===== src/rtl/mem_clear_pkg.sv =====
// Shared types and helpers for the post-boot memory clear arbiter (mem_clear_arb).
package mem_clear_pkg;

    typedef enum logic [1:0] {
        IDLE,
        RUN,
        HOST,
        DONE
    } state_t;

    localparam int HOST_MAX_DEF = 4;

    // Per-word test pattern: the word address, zero-extended into a 32-bit lane.
    function automatic logic [31:0] pattern_word(input logic [31:0] addr);
        return addr;
    endfunction

endpackage


===== src/rtl/mem_clear_progress.sv =====
// Clear progress as upper 8 bits of words_written*256/length, tracked by a
// threshold accumulator that catches up one step per clock instead of dividing.
module mem_clear_progress #(
    parameter int AW = 29
) (
    input  logic          clk,
    input  logic          rst_n,
    input  logic          i_load,
    input  logic [AW-1:0] i_length,
    input  logic          i_accept,
    output logic [7:0]    o_progress
);

    localparam int NW = AW + 8;

    logic [NW-1:0] r_num;
    logic [NW-1:0] r_thr;
    logic [AW-1:0] r_len;
    logic [7:0]    r_q;

    // r_num = count*256 and r_thr = (r_q+1)*length; r_q steps up while r_num has
    // reached the next threshold, so it settles on floor(count*256/length).
    always_ff @(posedge clk or negedge rst_n) begin
        if (!rst_n) begin
            r_num <= '0;
            r_thr <= '0;
            r_len <= '0;
            r_q   <= '0;
        end else if (i_load) begin
            r_num <= '0;
            r_thr <= NW'(i_length);
            r_len <= i_length;
            r_q   <= '0;
        end else begin
            if (i_accept) begin
                r_num <= r_num + NW'(256);
            end
            if ((r_q != 8'hFF) && (r_len != '0) && (r_num >= r_thr)) begin
                r_q   <= r_q + 8'd1;
                r_thr <= r_thr + NW'(r_len);
            end
        end
    end

    assign o_progress = r_q;

endmodule


===== src/rtl/mem_clear_arb.sv =====
// Post-boot RAM clear sequencer sharing one Avalon-style write port with a host.
// Optional: define MEMCLR_PATTERN_EN to write each word's address as its clear data.
module mem_clear_arb
    import mem_clear_pkg::*;
#(
    parameter int AW       = 29,
    parameter int DW       = 64,
    parameter int HOST_MAX = HOST_MAX_DEF
) (
    input  logic            clk_sys,
    input  logic            reset_n,
    input  logic            start,
    input  logic            abort,
    input  logic [AW-1:0]   base_addr,
    input  logic [AW-1:0]   length,
    input  logic            host_req,
    input  logic [AW-1:0]   host_addr,
    input  logic [DW-1:0]   host_din,
    input  logic [DW/8-1:0] host_be,
    output logic            host_ack,
    input  logic            mem_busy,
    output logic            mem_we,
    output logic [AW-1:0]   mem_addr,
    output logic [DW-1:0]   mem_din,
    output logic [DW/8-1:0] mem_be,
    output logic            busy,
    output logic            done,
    output logic [7:0]      progress
);

    localparam int SW = (HOST_MAX < 1) ? 1 : $clog2(HOST_MAX + 1);

    state_t          r_state;
    logic            r_from_run;
    logic            r_abort_pend;
    logic            r_done;
    logic [AW-1:0]   r_cur;
    logic [AW-1:0]   r_remaining;
    logic [SW-1:0]   r_streak;
    logic            r_mem_we;
    logic [AW-1:0]   r_mem_addr;
    logic [DW-1:0]   r_mem_din;
    logic [DW/8-1:0] r_mem_be;

    logic            w_accept;
    logic            w_free;
    logic            w_last;
    logic            w_host_win;
    logic            w_stop;
    logic [AW-1:0]   w_next_cur;
    logic [DW-1:0]   w_clear_din;
    logic [7:0]      w_progress;

    assign w_accept   = r_mem_we && !mem_busy;
    // The port is free when nothing is registered or the current command leaves this edge.
    assign w_free     = !r_mem_we || w_accept;
    assign w_last     = w_accept && (r_remaining == AW'(1));
    assign w_next_cur = w_accept ? (r_cur + AW'(1)) : r_cur;
    assign w_host_win = host_req && (r_streak != SW'(HOST_MAX));
    assign w_stop     = abort || r_abort_pend;

`ifdef MEMCLR_PATTERN_EN
    assign w_clear_din = {(DW/32){pattern_word(32'(w_next_cur))}};
`else
    assign w_clear_din = '0;
`endif

    // NOTE: nonblocking assignments throughout, so every branch reads pre-edge state.
    always_ff @(posedge clk_sys or negedge reset_n) begin
        if (!reset_n) begin
            // NOTE: command registers reset too, so an abandoned write never reappears.
            r_state      <= IDLE;
            r_from_run   <= 1'b0;
            r_abort_pend <= 1'b0;
            r_done       <= 1'b0;
            r_cur        <= '0;
            r_remaining  <= '0;
            r_streak     <= '0;
            r_mem_we     <= 1'b0;
            r_mem_addr   <= '0;
            r_mem_din    <= '0;
            r_mem_be     <= '0;
        end else begin
            case (r_state)
                IDLE: begin
                    if (start) begin
                        r_cur       <= base_addr;
                        r_remaining <= length;
                        r_streak    <= '0;
                        r_done      <= (length == '0);
                        r_state     <= (length == '0) ? DONE : RUN;
                    end else if (host_req) begin
                        r_state    <= HOST;
                        r_from_run <= 1'b0;
                        r_mem_we   <= 1'b1;
                        r_mem_addr <= host_addr;
                        r_mem_din  <= host_din;
                        r_mem_be   <= host_be;
                    end
                end
                RUN: begin
                    if (w_accept) begin
                        r_cur       <= r_cur + AW'(1);
                        r_remaining <= r_remaining - AW'(1);
                    end
                    if (w_last) begin
                        r_state      <= DONE;
                        r_done       <= 1'b1;
                        r_mem_we     <= 1'b0;
                        r_abort_pend <= 1'b0;
                    end else if (w_free) begin
                        if (w_stop) begin
                            r_state      <= IDLE;
                            r_mem_we     <= 1'b0;
                            r_abort_pend <= 1'b0;
                        end else if (w_host_win) begin
                            r_state    <= HOST;
                            r_from_run <= 1'b1;
                            r_streak   <= r_streak + SW'(1);
                            r_mem_we   <= 1'b1;
                            r_mem_addr <= host_addr;
                            r_mem_din  <= host_din;
                            r_mem_be   <= host_be;
                        end else begin
                            r_streak   <= '0;
                            r_mem_we   <= 1'b1;
                            r_mem_addr <= w_next_cur;
                            r_mem_din  <= w_clear_din;
                            r_mem_be   <= '1;
                        end
                    end else if (abort) begin
                        r_abort_pend <= 1'b1;
                    end
                end
                HOST: begin
                    if (abort && r_from_run) begin
                        r_abort_pend <= 1'b1;
                    end
                    if (w_accept) begin
                        r_mem_we <= 1'b0;
                        r_state  <= r_from_run ? RUN : IDLE;
                    end
                end
                DONE: begin
                    r_state <= IDLE;
                end
                default: begin
                    r_state <= IDLE;
                end
            endcase
        end
    end

    mem_clear_progress #(
        .AW(AW)
    ) u_progress (
        .clk        (clk_sys),
        .rst_n      (reset_n),
        .i_load     ((r_state == IDLE) && start),
        .i_length   (length),
        .i_accept   ((r_state == RUN) && w_accept),
        .o_progress (w_progress)
    );

    assign host_ack = (r_state == HOST) && w_accept;
    assign busy     = (r_state == RUN) || ((r_state == HOST) && r_from_run);
    assign done     = r_done;
    assign progress = r_done ? 8'hFF : w_progress;
    assign mem_we   = r_mem_we;
    assign mem_addr = r_mem_addr;
    assign mem_din  = r_mem_din;
    assign mem_be   = r_mem_be;

endmodule


===== config.mk =====
export PLATFORM = sky130hd
export DESIGN_NAME = mem_clear_arb
export DESIGN_NICKNAME = d
export VERILOG_FILES = /design/src/rtl/mem_clear_pkg.sv /design/src/rtl/mem_clear_progress.sv /design/src/rtl/mem_clear_arb.sv
export SDC_FILE = /design/constraint.sdc
export NUM_CORES = 1
export LEC_CHECK = 0
export BUFFER_PORTS_ARGS = -buffer_cell sky130_fd_sc_hd__buf_4
export CAP_MARGIN = 20
export CORE_MARGIN = 2
export CORE_UTILIZATION = 45
export CTS_BUF_LIST = sky130_fd_sc_hd__clkbuf_4 sky130_fd_sc_hd__clkbuf_8 sky130_fd_sc_hd__clkbuf_16
export DETAILED_ROUTE_END_ITERATION = 8
export PLACE_DENSITY_LB_ADDON = 0.12
export SKIP_LAST_GASP = 1
export SYNTH_ARGS = -nofsm -noshare
export SYNTH_HDL_FRONTEND = slang
export SYNTH_SLANG_ARGS = --single-unit
export TNS_END_PERCENT = 30

===== constraint.sdc =====
create_clock -name clk_sys -period 7.5 [get_ports clk_sys]
set_input_delay 1.125 -clock clk_sys [delete_from_list [all_inputs] [get_ports clk_sys]]
set_output_delay 1.125 -clock clk_sys [all_outputs]
set_load 0.01 [all_outputs]

==> results.rst <==
.. list-table::
   :header-rows: 1

   * - Metric
     - Value
   * - Status
     - finished clean
   * - Number of hold-repair buffers added at the cts stage
     - 0
   * - Maximum level of the CTS H-tree
     - 1
   * - Routability congestion estimate
     - 0.8690
   * - Post-route clock skew
     - 0.01020 ns
   * - Global route total overflow
     - 0
   * - Number of nets in the final layout
     - 2287
   * - Full die area
     - 35620 µm²
   * - Max-cap violations
     - 0
   * - End of the worst hold path
     - mem_addr[28]$_DFFE_PN0P_
   * - Seq pwr share
     - 33.5%
   * - Global-route wire length before repair
     - 73570 µm
   * - NetSw
     - 3237 µW
   * - Number of buffers inserted by post-CTS setup repair
     - 0
   * - Ratio of cells with drive above 1 in the final layout
     - 18.42%
   * - Required time reported for the critical path endpoint
     - 7.91 ns
   * - Leakage power of the design
     - 0.008859 µW
   * - Switching share of power
     - 42.61%
   * - Overall routing resource usage
     - 25.49%
   * - Total of buffers placed on input and output ports
     - 277
   * - Number of optimization iterations in the first detailed-route pass
     - 5
   * - Prevailing post-synth register cell
     - sky130_fd_sc_hd__dfrtp_1
   * - Top library cells by usage in the layout, fill and taps aside
     - sky130_fd_sc_hd__nand2_1, sky130_fd_sc_hd__buf_4, sky130_fd_sc_hd__dfrtp_1
   * - Worst IR Drop VDD
     - 195.6 µV
   * - DR vias/cell
     - 5.494
   * - Met3 Usage GRT
     - 3.911%
   * - Power share of the combinational group
     - 46.5%
   * - Smallest hold slack
     - 0.4807 ns
   * - Starting density of the core
     - 45.80%
   * - Post-route fraction of the period consumed by the critical path
     - 51.63%
   * - Summed instance area of the synthesized netlist
     - 15360 µm²
   * - Total of fill cells in the finished design
     - 3133
   * - Worst setup path class
     - flop to flop
   * - Clock-pin slew of the registers on the worst-case setup and hold paths
     - 0.06 ns
   * - Design internal power
     - 4360 µW
   * - Nets in the synthesized netlist
     - 2059
   * - Number of buffers on the longest clock path
     - 3
   * - Hold Path Class
     - flop to flop
   * - Met2 layer usage reported by global route
     - 42.04%
   * - Number of cells produced by synthesis
     - 1828
   * - Critical R2R Launch
     - r_remaining[2]$_DFFE_PN0P_
   * - Proportion of synthesized flip-flops having asynchronous set or reset
     - 100.0%
   * - Count of cells resized by post-cts repair
     - 0
   * - Floorplan Core Area
     - 33530 µm²
   * - First-iteration detailed-routing DRC count
     - 981
   * - Hold Startpoint
     - mem_addr[28]$_DFFE_PN0P_
   * - Die Wd
     - 188.7 µm
   * - Via count
     - 13890
   * - Largest net degree at the start of global routing
     - 146
   * - Row count
     - 67
   * - Unrepaired setup endpoints after global routing
     - false
   * - Number of enable flip-flop cells after synthesis
     - 0
   * - Achievable Freq
     - 258.2 MHz
   * - Clock group share of total power
     - 20.0%
   * - Num CTS Buffers
     - 31
   * - Total power per unit cell area
     - 404.2 nW/µm²
   * - WP data arrival
     - 4.28 ns
   * - Post-route antenna net violation count
     - 0
   * - Final total negative setup slack
     - 0 ns
   * - HPWL Detailed
     - 33000 µm
   * - Critical path peak fanout
     - 93
   * - Startpoint types
     - flop
   * - Count of endpoints failing hold in the final timing report
     - 0
   * - Chip height
     - 188.7 µm
   * - Clock root buffer
     - sky130_fd_sc_hd__clkbuf_16
   * - Max Slew Vio Count
     - 0
   * - Cell count of the worst reg-to-reg path
     - 7
   * - Final wirelength
     - 46110 µm
   * - Area added between synthesis and finish
     - 22.38%
   * - Register bit count reported by yosys
     - 271
   * - Worst Max-Slew Pin Slew
     - 1.029 ns
   * - Warnings from Yosys
     - 0
   * - Slack of the worst reg-to-reg path
     - 3.63 ns
   * - Min Clock Period, post-route
     - 3.872 ns
   * - Sequential share of the synthesized area
     - 44.15%
   * - Clock latency on the worst-skew pair
     - 0.58 ns
   * - Average wire per standard cell
     - 18.24 µm
   * - Met1 routing resource usage after global routing
     - 34.83%
   * - GRT busiest layer
     - met2
   * - Terminus of the critical flop-to-flop path
     - mem_be[1]$_DFFE_PN0P_
   * - Mean area per synthesized cell
     - 8.402 µm²
   * - Final count of negative-setup-slack endpoints
     - 0
   * - Number of global-route vias before repair
     - 13400
   * - Total number of clock tree sinks
     - 271
   * - Initial antenna violation count
     - 1
   * - Relative max-transition margin
     - 31.40%
   * - TritonCTS clock tree
     - yes
   * - Number of unique standard cell types used by synthesis
     - 74
   * - Crit. End Element
     - flop
   * - Number of DRC violations after detailed routing
     - 0
   * - Most common cell after layout, fill and taps aside
     - sky130_fd_sc_hd__nand2_1
   * - Count of cells along the worst hold path
     - 2
   * - Top-Level Pins
     - 278
-- critical path, stage by stage (launching register included) --
cell	delay [ns]
sky130_fd_sc_hd__dfrtp_1	0.45
sky130_fd_sc_hd__or4_4	0.56
sky130_fd_sc_hd__nor3_2	0.52
sky130_fd_sc_hd__nand3_1	0.23
sky130_fd_sc_hd__nor2_1	0.21
sky130_fd_sc_hd__or3b_4	0.65
sky130_fd_sc_hd__buf_4	0.75
sky130_fd_sc_hd__o21ai_0	0.24
-- layer usage --
metal	share of wire (%)	wire length (µm)
met5	0	0
met4	2.8	1282
met3	5.9	2714
met2	47	21440
met1	45	20670
-- area by class of cell --
cell class | instances | area [µm²] | share of cell area [%]
multi-input cells | 1408 | 8009 | 42.61
flip-flops and latches | 271 | 6782 | 36.08
repair buffers | 289 | 2210 | 11.76
clock buffers | 42 | 908.4 | 4.833
well taps | 448 | 560.5 | 2.982
inverters | 55 | 206.4 | 1.098
clock inverters | 14 | 117.6 | 0.6258
diodes | 1 | 2.502 | 0.01331
-- how the worst max path moves through the flow --
stage	cells past startpoint	start	slack, ns	endpoint
floorplan	9	mem_busy	4.44	mem_addr[24]$_DFFE_PN0P_
global route	7	r_remaining[2]$_DFFE_PN0P_	3.34	mem_din[4]$_DFFE_PN0P_
global placement	10	mem_busy	3.41	mem_addr[16]$_DFFE_PN0P_
detailed placement	9	mem_busy	3.27	mem_be[1]$_DFFE_PN0P_
finish	7	r_remaining[2]$_DFFE_PN0P_	3.63	mem_be[1]$_DFFE_PN0P_
CTS	7	r_remaining[2]$_DFFE_PN0P_	3.65	mem_be[1]$_DFFE_PN0P_
-- registers in the layout, summed over array words and instances, names as in the netlist, 2 cells and up --
signal / cells
u_progress.o_progress: 8
r_remaining: 29
mem_be: 8
r_streak: 3
u_progress.r_len: 29
u_progress.r_thr: 37
mem_addr: 29
mem_din: 64
u_progress.r_num: 29
r_cur: 29
r_state: 2
-- cell families (layout without fill, tap and decap cells) --
| group | Yosys count | in the layout | share of synthesized area, % |
|---|---|---|---|
| xor gates and xnor gates | 81 | 81 | 4.619 |
| adders and majority gates | 66 | 66 | 5.426 |
| buffers and inverters | 149 | 400 | 3.992 |
| DFF | 271 | 271 | 44.15 |
| AOI/OAI and AO/OA | 483 | 483 | 18.30 |
| muxes | 17 | 17 | 1.124 |
| other | 0 | 1 | 0 |
| and+or+nand+nor | 761 | 761 | 22.39 |
-- metrics by stage --
stage	instances	worst slack (ns)	utilization, %	cell area [µm²]	total power (µW)
finish	2528	3.628	56.05	18800	7597
global route	2528	3.338	56.05	18800	8197
CTS	2526	3.649	55.96	18770	7613
detailed placement	2470	3.266	52.90	17740	6071
global placement	2470	3.412	52.90	17740	5984
floorplan	1828	4.444	-	15360	4854
-- synth_stat cells, drive strengths merged (3+ instances only) --
| master | instances | area (µm²) |
|---|---|---|
| nor3 | 29 | 155.2 |
| nor2 | 172 | 645.6 |
| a31oi | 7 | 43.79 |
| ha | 65 | 813.3 |
| or2 | 11 | 71.32 |
| nor2b | 8 | 50.05 |
| o31ai | 11 | 96.34 |
| a211oi | 7 | 57.55 |
| or3 | 17 | 106.4 |
| nand4 | 33 | 206.5 |
| nor4 | 20 | 137.6 |
| a311oi | 6 | 58.80 |
| o21a | 7 | 52.55 |
| a21o | 12 | 90.09 |
| a222oi | 3 | 30.03 |
| xor2 | 37 | 324.1 |
| and2 | 9 | 56.30 |
| o211ai | 11 | 82.58 |
| mux2i | 15 | 150.1 |
| o21ai | 219 | 1096 |
| clkbuf | 65 | 244.0 |
| o22ai | 7 | 43.79 |
| dfrtp | 271 | 6782 |
| a32oi | 4 | 35.03 |
| a221o | 4 | 40.04 |
| and4 | 8 | 70.07 |
| o221a | 3 | 33.78 |
| or4 | 3 | 33.78 |
| nand2b | 9 | 56.30 |
| a21oi | 140 | 704.4 |
| nor3b | 3 | 22.52 |
| and3 | 19 | 118.9 |
| inv | 55 | 206.5 |
| nand3 | 53 | 270.3 |
| o21bai | 8 | 60.06 |
| nand2 | 358 | 1344 |
| buf | 29 | 162.7 |
| xnor2 | 44 | 385.4 |
| a22oi | 14 | 105.1 |
-- power groups by stage --
stage	Sequential, µW	Clock, µW	Combinational, µW
after floorplan	2540	0	2310
after global placement	2540	0	3440
after detailed placement	2550	0	3520
after CTS	2530	1550	3530
after global routing	2620	1610	3960
final	2540	1520	3530
Power figures use the tool's default switching activity.
